`config.mk`:
```
export PLATFORM = sky130hd
export DESIGN_NAME = divider_sequential
export DESIGN_NICKNAME = d
export VERILOG_FILES = /design/src/rtl/divider_sequential.sv
export SDC_FILE = /design/constraint.sdc
export NUM_CORES = 1
export LEC_CHECK = 0
export BUFFER_PORTS_ARGS = -buffer_cell sky130_fd_sc_hd__buf_2
export CORE_MARGIN = 5
export CORE_UTILIZATION = 53
export CTS_BUF_LIST = sky130_fd_sc_hd__clkbuf_4
export DETAILED_ROUTE_END_ITERATION = 8
export HOLD_SLACK_MARGIN = 0.05
export PLACE_DENSITY = 0.78
export SYNTH_ARGS = -nofsm -noshare
export SYNTH_HDL_FRONTEND = slang
export SYNTH_SLANG_ARGS = --single-unit
export TNS_END_PERCENT = 100
```
`constraint.sdc`:
```
create_clock -name clk -period 2.9 [get_ports clk]
set_clock_uncertainty 0.05 [all_clocks]
set_input_delay 0.145 -clock clk [delete_from_list [all_inputs] [get_ports clk]]
set_output_delay 0.145 -clock clk [all_outputs]
set_load 0.05 [all_outputs]
```
`src/rtl/divider_sequential.sv`:
```
// rtl/divider_sequential.sv - iterative restoring divider, one quotient bit per clock; DIV_SIGNED_EN selects two's complement operation
module divider_sequential #(
  parameter int width = 64
) (
  input  logic             clk,
  input  logic             rst,
  input  logic [width-1:0] a,
  input  logic [width-1:0] b,
  input  logic             in_valid,
  output logic             in_ready,
  output logic [width-1:0] q,
  output logic [width-1:0] r,
  output logic             div_by_zero,
  output logic             out_valid,
  input  logic             out_ready
);

  localparam int cw = $clog2(width);
  localparam logic [cw-1:0] last_iter = cw'(width - 1);

  typedef enum logic [1:0] {
    st_idle = 2'd0,
    st_busy = 2'd1,
    st_done = 2'd2
  } state_t;

  state_t           state;
  state_t           state_nxt;
  logic [cw-1:0]    cnt;
  logic [width-1:0] dvd;
  logic [width-1:0] dvs;
  logic [width-1:0] rem;
  logic             dbz;
  logic [width:0]   shifted;
  logic [width:0]   trial;
  logic [width-1:0] a_mag;
  logic [width-1:0] b_mag;
  logic [width-1:0] q_fin;
  logic [width-1:0] r_fin;
  logic             accept;

  assign in_ready = (state == st_idle);
  assign accept   = in_ready && in_valid;

`ifdef DIV_SIGNED_EN
  logic neg_q;
  logic neg_r;

  // Operands enter the loop as magnitudes; the most-negative value maps onto itself as an unsigned magnitude.
  always_comb begin
    a_mag = a[width-1] ? -a : a;
    b_mag = b[width-1] ? -b : b;
  end

  // Quotient is negative when signs differ, remainder follows the dividend; divide by zero forces q to -1.
  always_comb begin
    q_fin = neg_q ? -dvd : dvd;
    r_fin = neg_r ? -rem : rem;
    if (dbz) begin
      q_fin = '1;
    end
  end

  // Operand signs are captured alongside the magnitudes at acceptance.
  always_ff @(posedge clk) begin
    if (rst) begin
      neg_q <= 1'b0;
      neg_r <= 1'b0;
    end else if (accept) begin
      neg_q <= a[width-1] ^ b[width-1];
      neg_r <= a[width-1];
    end
  end
`else
  assign a_mag = a;
  assign b_mag = b;
  assign q_fin = dvd;
  assign r_fin = rem;
`endif

  // Trial subtraction is one bit wider than the operands so its top bit is the borrow.
  always_comb begin
    shifted = {rem, dvd[width-1]};
    trial   = shifted - {1'b0, dvs};
  end

  // State register.
  always_ff @(posedge clk) begin
    if (rst) begin
      state <= st_idle;
    end else begin
      state <= state_nxt;
    end
  end

  // Next state: idle until accept, width iterations, then hold the result until it is taken.
  always_comb begin
    state_nxt = state;
    case (state)
      st_idle: begin
        if (in_valid) begin
          state_nxt = st_busy;
        end
      end
      st_busy: begin
        if (cnt == '0) begin
          state_nxt = st_done;
        end
      end
      st_done: begin
        if (out_valid && out_ready) begin
          state_nxt = st_idle;
        end
      end
      default: state_nxt = st_idle;
    endcase
  end

  // Datapath: load operands on accept, then shift {rem, dvd} and restore on borrow; quotient bits fill dvd from the bottom.
  always_ff @(posedge clk) begin
    if (rst) begin
      cnt <= '0;
      dvd <= '0;
      dvs <= '0;
      rem <= '0;
      dbz <= 1'b0;
    end else begin
      case (state)
        st_idle: begin
          if (in_valid) begin
            dvd <= a_mag;
            dvs <= b_mag;
            rem <= '0;
            dbz <= (b == '0);
            cnt <= last_iter;
          end
        end
        st_busy: begin
          if (trial[width]) begin
            rem <= shifted[width-1:0];
          end else begin
            rem <= trial[width-1:0];
          end
          dvd <= {dvd[width-2:0], ~trial[width]};
          if (cnt != '0) begin
            cnt <= cnt - cw'(1);
          end
        end
        default: begin
        end
      endcase
    end
  end

  // Result register: loaded once on the first done cycle, held until the consumer takes it.
  always_ff @(posedge clk) begin
    if (rst) begin
      q           <= '0;
      r           <= '0;
      div_by_zero <= 1'b0;
      out_valid   <= 1'b0;
    end else if (state == st_done && !out_valid) begin
      q           <= q_fin;
      r           <= r_fin;
      div_by_zero <= dbz;
      out_valid   <= 1'b1;
    end else if (out_valid && out_ready) begin
      out_valid   <= 1'b0;
    end
  end

endmodule
```
==> impl.org, run 1 <==
** GRT
- Global routing usage summed across all routing layers :: 31.9%
- Maximum number of pins on one net before global-route repair :: 170
- For met2 alone, demand over resource in global routing was 53.5%.
- Met1 Usage GRT :: 38.9%
- Global routing used 7.25% of the available met3 tracks.
- Antenna violations before repair :: 4
- Vias in the first global route :: 18322
- The first global-routing pass estimated 90.9 mm of wire.
- Total gr overflow :: 0
- Most used routing layer in global routing :: met2

** Timing
- Setup violations remaining at the end of the flow were counted as 59.
- Highest attainable clock frequency :: 0.328 GHz
- Final period utilization :: 105%
- For the pin with the worst max-slew slack, the measured transition is 1.04 ns.
- In the post-route analysis, the smallest setup slack over all paths is -0.146 ns.
- Final period demand of the worst path :: 3.05 ns
- Summed over all failing endpoints, the final setup total negative slack is -3.34 ns.
- The worst pin sits at a relative slew slack of 30.7%.
- The number of hold violations in the final report was 0.
- RSZ-0062 raised after global routing :: yes
- Final Slew Violations :: 0

** CTS
- Count of clock tree sinks :: 331
- TritonCTS built the clock tree.
- TritonCTS created 87 clock buffers.
- H-tree depth reported by CTS :: 3
- After clock tree synthesis, the clock-pin slew on the worst setup and hold paths is 0.08 ns.
- The clock reaches the later pin of the worst-skew pair after 0.75 ns.
- The tree is rooted in a sky130_fd_sc_hd__clkbuf_4.
- Maximum buffer depth of the clock tree :: 3

** Min path
- Cell depth of the worst min-delay path :: 4
- Class of the tightest hold or removal check :: in -> reg
- Launch point of the worst hold path :: b[6]
- The path with the worst hold slack has its endpoint at dvs[6].

** Layout
- Share of layout cells above drive strength 1 :: 27.7%
- The layout has 2162 filler cells.
- The library cells used most frequently in the layout, excluding fill and tap cells, are sky130_fd_sc_hd__nand2_1, sky130_fd_sc_hd__dfxtp_1, sky130_fd_sc_hd__a21oi_1.
- Synthesis-to-finish area growth :: 40.6%
- Summing all flip-flop and latch instances after layout gives 6660 um^2.
- Final nets :: 2967
- Most common cell after layout, fill and taps aside :: sky130_fd_sc_hd__nand2_1
- Area of the multi-input gates :: 9760 um^2

** Floorplan
- The initial utilization of the core area, before any placement, comes to 53.7%.
- Vertical die dimension :: 186 um
- The die is 186 um wide.
- Area of the die :: 34600 um^2
- Std cell rows :: 64
- Total core area :: 30600 um^2
- Number of placed I/O pins :: 263

** Power
- Relative contribution of the clock network to total power :: 36.2%
- In this run the power density over the cells is 493 nW/um^2.
- In this run switching power makes up 31.1% of total power.
- Share of power burned in combinational logic :: 20.7%
- IR analysis of the VDD net gives a maximum drop of 0.405 mV.
- Leakage :: 9.93 nW
- The internal power of the cells totals 7.86 mW.
- The analysis attributes to net switching a power of 3.55 mW.
- Sequential cells burn 43.1% of the power.
- Total Power Consumption :: 11.4 mW

** Drt
- For this run, design rule violations remaining after detail routing come to 0.
- Detailed-route via count :: 18494
- Detailed-routing iteration count for the pre-antenna-repair pass :: 8
- Using the TritonRoute via totals, the vias-per-cell ratio works out to 5.73.
- Post-DR wirelength/cell :: 18.2 um
- WL final :: 58.7 mm
- Post-DRT Antenna Nets :: 0
- The detailed router finished its first iteration with 1699 violations.

** Yosys
- After synthesis, the largest family of logic cells by area is compound AO/OA/AOI/OAI gates.
- Asr flop ratio synth :: 0%
- Of the total synthesized cell area, the portion taken by AND, OR, NAND and NOR gates is 21.4%.
- Number of distinct standard cells referenced by the synthesized netlist :: 69
- Cell area after synthesis :: 16400 um^2
- After Yosys synthesis, XOR and XNOR cells account for 3.47% of the synthesized area.
- Largest cells by area after synthesis :: sky130_fd_sc_hd__dfxtp_1, sky130_fd_sc_hd__nand2_1, sky130_fd_sc_hd__a21oi_1, sky130_fd_sc_hd__ha_1, sky130_fd_sc_hd__a311oi_1
- Yosys warning total :: 0
- In this run the mean area of a mapped cell was 7.53 um^2.
- Yosys reg bits :: 331
- Multiplexer area fraction after synthesis :: 1.83%
- Sequential area share after synthesis :: 40.3%
- Synthesis produced a netlist whose cell count is 2183.
- Summed over all instances, the cell type with the most area after synthesis is sky130_fd_sc_hd__dfxtp_1.
- Number of enable flip-flop cells after synthesis :: 0
- The number of nets handed over by synthesis was 2382.
- The synthesized netlist devotes 22.1% of its cell area to compound gates.
- Predominant post-synthesis flop cell :: sky130_fd_sc_hd__dfxtp_1
- Post-synth top area share :: 40.3%
- After Yosys synthesis, full adders, half adders and majority gates account for 5.14% of the synthesized area.

** Worst setup path
- CP max FO :: 6
- Kind of critical path :: reg -> reg
- Counting cells, the worst reg-to-reg path comes to 13.
- The worst register-to-register path begins at r_fin[40].
- STA puts the critical path data required time at 3.48 ns.
- Worst Setup End Kind :: flop
- The worst setup path is launched from a flop.
- Minimum setup slack among reg-to-reg paths :: -0.15 ns
- Worst flop-to-flop path endpoint :: r_fin[62]
- At the worst endpoint, the arrival time is 3.62 ns.

** Outcome
- The flow ran to the end, but the final reports show violations.
- Failing checks :: setup timing

** Placed design
- Final GP Congestion :: 0.963
- The count of buffers added on input and output ports is 262.
- At the placement stage, the worst setup path has a slack of -0.244 ns.
- Placed wire-length estimate :: 36.0 mm

** Flow run
- Number of max-cap violations :: 0
## cells in the mapped netlist (all sizes together), types with 24 or more instances
cell type / instances
a21oi: 288
a311oi: 64
buf: 26
clkbuf: 113
dfxtp: 331
ha: 66
inv: 93
mux2i: 30
nand2: 636
nand4: 24
nor2: 114
o21ai: 120
xnor2: 34
xor2: 29
## power groups by stage
stage,sequential [mW],combinational [mW],clock [mW]
after CTS,4.91,2.16,4.19
after global placement,5.00,1.85,0
final,4.92,2.36,4.13
after floorplan,5.01,1.21,0
after detailed placement,5.00,1.89,0
after global routing,4.94,2.55,4.44
## sequential cells by signal, summed over array words and instances, names as in the netlist
| signal | count |
|---|---|
| cnt | 6 |
| dbz | 1 |
| div_by_zero | 1 |
| dvd | 64 |
| dvs | 64 |
| out_valid | 1 |
| q | 64 |
| r | 64 |
| r_fin | 64 |
| state | 2 |
## area by class of cell
| cell class | count | share of cell area (%) |
|---|---|---|
| clock buffer | 121 | 3.93 |
| inverter | 93 | 1.51 |
| sequential | 331 | 28.8 |
| tap | 396 | 2.14 |
| timing repair buffer | 635 | 20.6 |
| multi-input combinational | 1620 | 42.2 |
| antenna | 4 | 0.0433 |
| clock inverter | 30 | 0.812 |
## logic make-up (layout without fill, tap and decap cells)
family	count (synthesis)	after routing
and+or+nand+nor	863	863
AOI/OAI and AO/OA	597	597
DFF	331	331
buffers and inverters	232	879
adders and majority gates	67	67
xor gates and xnor gates	63	63
muxes	30	30
other	0	4
## worst max-delay path by stage
stage	start	endpoint	cells after the start
2_1_floorplan	dvd[63]	r_fin[6]	15
3_3_place_gp	dvs[40]	r_fin[59]	12
3_5_place_dp	dvd[63]	r_fin[34]	16
4_1_cts	dvd[63]	r_fin[62]	18
5_1_grt	dvs[17]	r_fin[62]	14
6_report	r_fin[40]	r_fin[62]	13
## metal layers
metal / wire length [um] / vias to the layer above
li1: - / 8710
met1: 22700 / 8553
met2: 27600 / 981
met3: 5290 / 250
met4: 3130 / 0
met5: 0 / -
## critical path, cell delays in order (launching register included)
cell                        delay, ns
sky130_fd_sc_hd__dfxtp_2         0.34
sky130_fd_sc_hd__ha_4            0.24
sky130_fd_sc_hd__a21oi_2         0.15
sky130_fd_sc_hd__nor2_2          0.06
sky130_fd_sc_hd__or4_4           0.48
sky130_fd_sc_hd__a31o_4          0.25
sky130_fd_sc_hd__o2111a_1        0.29
sky130_fd_sc_hd__a2bb2oi_4       0.17
sky130_fd_sc_hd__xor2_4          0.19
sky130_fd_sc_hd__buf_12          0.16
sky130_fd_sc_hd__buf_8           0.11
sky130_fd_sc_hd__nand2_8         0.06
sky130_fd_sc_hd__a221o_1         0.29
sky130_fd_sc_hd__o21ai_1         0.13
## per-stage QoR
stage / area, um^2 / instances / hold slack (ns) / util (%)
final: 23100 / 3230 / 0.163 / 75.6
after global routing: 23100 / 3230 / 0.127 / 75.6
after floorplan: 16500 / 2183 / 0.231 / -
after detailed placement: 19300 / 2891 / 0.355 / 63.0
after global placement: 19300 / 2891 / 0.351 / 63.0
after CTS: 22600 / 3225 / 0.101 / 73.8
## what timing repair did
item / in CTS / in global routing
endpoints found under the setup margin: 65 / 65
resized for setup: 74 / 141
buffers inserted: 17 / 6
endpoints found under the hold margin: 185 / 0
hold buffers: 164 / 0
pin swaps: 26 / 59
cloned: 3 / 0
No activity file was read; power rests on OpenSTA's default activity.
==> run 2, diff against run 1 <==
--- a/config.mk
+++ b/config.mk
@@ -6,12 +6,11 @@
 export NUM_CORES = 1
 export LEC_CHECK = 0
 export BUFFER_PORTS_ARGS = -buffer_cell sky130_fd_sc_hd__buf_2
-export CORE_MARGIN = 5
 export CORE_UTILIZATION = 53
 export CTS_BUF_LIST = sky130_fd_sc_hd__clkbuf_4
 export DETAILED_ROUTE_END_ITERATION = 8
 export HOLD_SLACK_MARGIN = 0.05
-export PLACE_DENSITY = 0.78
+export PLACE_DENSITY_LB_ADDON = 0.2
 export SYNTH_ARGS = -nofsm -noshare
 export SYNTH_HDL_FRONTEND = slang
 export SYNTH_SLANG_ARGS = --single-unit
==> run 2 against run 1 <==
Effect of this change:
- the run still ends with setup timing left
- register-to-register slack got worse by 0.07 ns
- largest cell class unchanged
- worst setup slack got worse by 0.066 ns
- non-clock buffer count rose by 47
- sequential power about the same
- final cell count is 1.3% higher
- total power is 0.41% higher
- critical path type unchanged
- fmax is 2.1% lower
- via count decreased by 0.16%
- global-route usage is 3.7 points higher
- clock power increased by 1%
- cell area grew 0.33%
==> impl.org, run 2 (same netlist as run 1, synthesis figures left out) <==
** Worst setup path
- Maximum single-stage delay on the critical path :: 0.34 ns
- The cell family contributing the most delay on the critical path is compound AO/OA/AOI/OAI gates.
- Critical-path cell with the highest stage delay :: sky130_fd_sc_hd__dfxtp_1
- The critical path is of the reg -> reg type.
- Count of cell instances traversed by the critical path :: 15
- Endpoint arrival time on the critical path :: 3.71 ns
- STA classifies the critical path endpoint as a flop.
- The worst register-to-register path ends at r_fin[55].
- Sort of element at the start of the critical path :: flop
- Data required time at the worst endpoint :: 3.50 ns
- In this run the worst setup path begins at dvs[5].
- By instance count, the cell type seen most on the critical path is sky130_fd_sc_hd__buf_12.
- CP Buf/Inv Count :: 4
- Along the worst path, the maximum fanout reaches 17.
- Counting cells, the worst reg-to-reg path comes to 15.
- For flop-to-flop paths, the worst setup slack is -0.21 ns.
- Launch instance of the worst register-to-register path :: dvs[5]
- The critical path ends at r_fin[55].
- Walking the worst path, the cells encountered are inv_1 -> ha_1 -> o211ai_1 -> o21a_1 -> a211o_1 -> a21boi_2 -> o31ai_2 -> buf_4 -> a2bb2oi_4 -> xor2_4 -> buf_12 -> nor2_4 -> buf_12 -> a22oi_1 -> o21ai_1.

** GRT
- Antenna violations before repair :: 2
- The number of global-route vias before repair came to 18106.
- For this run the aggregate overflow at the end of global routing stands at 0.
- First-pass GRT wire length :: 90.1 mm
- Entering global routing, the biggest net connects 143 pins.
- Global routing consumed, over all layers together, 35.6% of the routing resources.

** Floorplan
- Number of placed I/O pins :: 263
- The die covers 31700 um^2.
- The initial utilization of the core area, before any placement, comes to 53.7%.
- The die is 178 um wide.
- Std cell rows :: 64
- Vertical die dimension :: 178 um
- Total core area :: 30600 um^2

** CTS
- Clock slew at reported path FFs :: 0.07 ns
- TritonCTS built the clock tree.
- Buffer type at the clock tree root :: sky130_fd_sc_hd__clkbuf_4
- Maximum buffer depth of the clock tree :: 3
- Count of clock tree sinks :: 331
- Clock tree synthesis inserted a total of 87 buffers.
- The H-tree generated during clock tree synthesis spans 3 levels.
- The later pin in the worst-skew pair is clocked with a latency of 0.79 ns.

** Drt
- Post-DRT Antenna Nets :: 0
- DRC marker count from the first detailed-route iteration :: 1322
- Using the TritonRoute via totals, the vias-per-cell ratio works out to 5.64.
- Wires add up to 58.4 mm.
- The first detailed-routing pass took 5 iterations.
- Count of unresolved DRC violations after routing :: 0
- Detailed-route via count :: 18464
- In the final routed layout, each cell accounts on average for 17.8 um.

** Layout
- The top cell types in the final layout, fill and taps aside, are sky130_fd_sc_hd__nand2_1, sky130_fd_sc_hd__dfxtp_1, sky130_fd_sc_hd__a21oi_1.
- After the flow finishes, the layout carries non-filler instances totaling 3272.
- Share of layout cells above drive strength 1 :: 25.1%
- The sequential cells in the finished layout cover a total of 6640 um^2.
- Area of the multi-input gates :: 9360 um^2
- # fillers :: 2212
- Synthesis-to-finish area growth :: 41.1%
- After the last flow step, the layout net total stands at 3014.
- Leaving out fill and tap cells, the most frequent cell in the layout is sky130_fd_sc_hd__nand2_1.

** Outcome
- Failing checks :: setup timing
- Outcome :: complete, but fails checks

** Timing
- Hold WS :: 0.127 ns
- Setup TNS after final layout :: -7.82 ns
- Worst-margin pin slew :: 1.15 ns
- Setup violations remaining at the end of the flow were counted as 65.
- Number of endpoints with negative hold slack in the final report :: 0
- Counting I/O delays and the setup requirement, the final critical path takes 3.11 ns.
- Final Slew Violations :: 0
- Setup repair after global routing could not meet its margin everywhere.
- For this run, the top clock speed supported by timing is 0.321 GHz.
- The worst path uses 107% of the clock period.
- Setup slack on the critical path of the routed design comes to -0.213 ns.
- The worst pin sits at a relative slew slack of 23.0%.

** Power
- Cell area power density :: 494 nW/um^2
- Peak supply drop :: 0.523 mV
- Summed over all cells, the static leakage comes to 10.2 nW.
- Total Power Consumption :: 11.5 mW

** Placed design
- Detailed placement finished with a half-perimeter wire length of 35.6 mm.
- At the end of routability-driven placement, the weighted congestion stood at 0.921.
- Buffers added on ports :: 262
- The number of placed instances, taps included, is 2907.
- Timing analysis after detailed placement gives a worst setup slack of -0.296 ns.

** Min path
- Class of the tightest hold or removal check :: in -> reg

** Flow run
- The tool flagged a number of max-cap violations equal to 0.
run 2: cell count changes in the layout (fill, tap and decap cells not counted), sizes merged:
cell and change:
buf +13, clkbuf +9, clkinv -12, clkinvlp +2, diode -2, dlygate4sd3 +32
run 2: routing by layer:
metal,global-route usage [%],share of wire [%]
met3,8.38,7.8
met4,17.5,4.2
met2,60.1,48
met1,42.2,40
met5,0,0
run 2: final cells by class:
class,count,area share [%]
clock buffers,128,4.14
repair buffers,682,22.6
clock inverters,20,0.631
flip-flops and latches,331,28.6
diodes,2,0.0216
inverters,93,1.50
well taps,396,2.14
multi-input cells,1620,40.3
run 2: power breakdown:
part	switching [mW]	internal [mW]
clock network	2.00	2.19
registers	0.161	4.76
logic	1.36	0.981
run 2: worst reg2reg max path, cell delays in order, from the launching register on:
cell	delay, ns
sky130_fd_sc_hd__dfxtp_1	0.34
sky130_fd_sc_hd__inv_1	0.05
sky130_fd_sc_hd__ha_1	0.33
sky130_fd_sc_hd__o211ai_1	0.15
sky130_fd_sc_hd__o21a_1	0.23
sky130_fd_sc_hd__a211o_1	0.33
sky130_fd_sc_hd__a21boi_2	0.18
sky130_fd_sc_hd__o31ai_2	0.08
sky130_fd_sc_hd__buf_4	0.15
sky130_fd_sc_hd__a2bb2oi_4	0.18
sky130_fd_sc_hd__xor2_4	0.21
sky130_fd_sc_hd__buf_12	0.17
sky130_fd_sc_hd__nor2_4	0.05
sky130_fd_sc_hd__buf_12	0.16
sky130_fd_sc_hd__a22oi_1	0.20
sky130_fd_sc_hd__o21ai_1	0.11
run 2: through the flow:
step	cell area, um^2	utilization [%]
2_1_floorplan	16500	-
3_3_place_gp	19400	63.4
3_5_place_dp	19400	63.4
4_1_cts	22800	74.5
5_1_grt	23200	75.8
6_report	23200	75.8
run 2: worst min-delay path by stage:
stage,startpoint,endpoint,depth (start not counted)
after floorplan,b[10],dvs[10],2
after global placement,b[18],dvs[18],3
after detailed placement,b[54],dvs[54],3
after CTS,rst,dvd[0],2
after global routing,a[17],dvd[17],4
final,a[4],dvd[4],4
run 2: what timing repair did:
action,in CTS,in global routing
resized for setup,41,73
setup endpoints to repair,65,65
cloned,3,2
pin swaps,24,41
hold buffers,195,1
buffers inserted,11,5
endpoints found under the hold margin,168,1
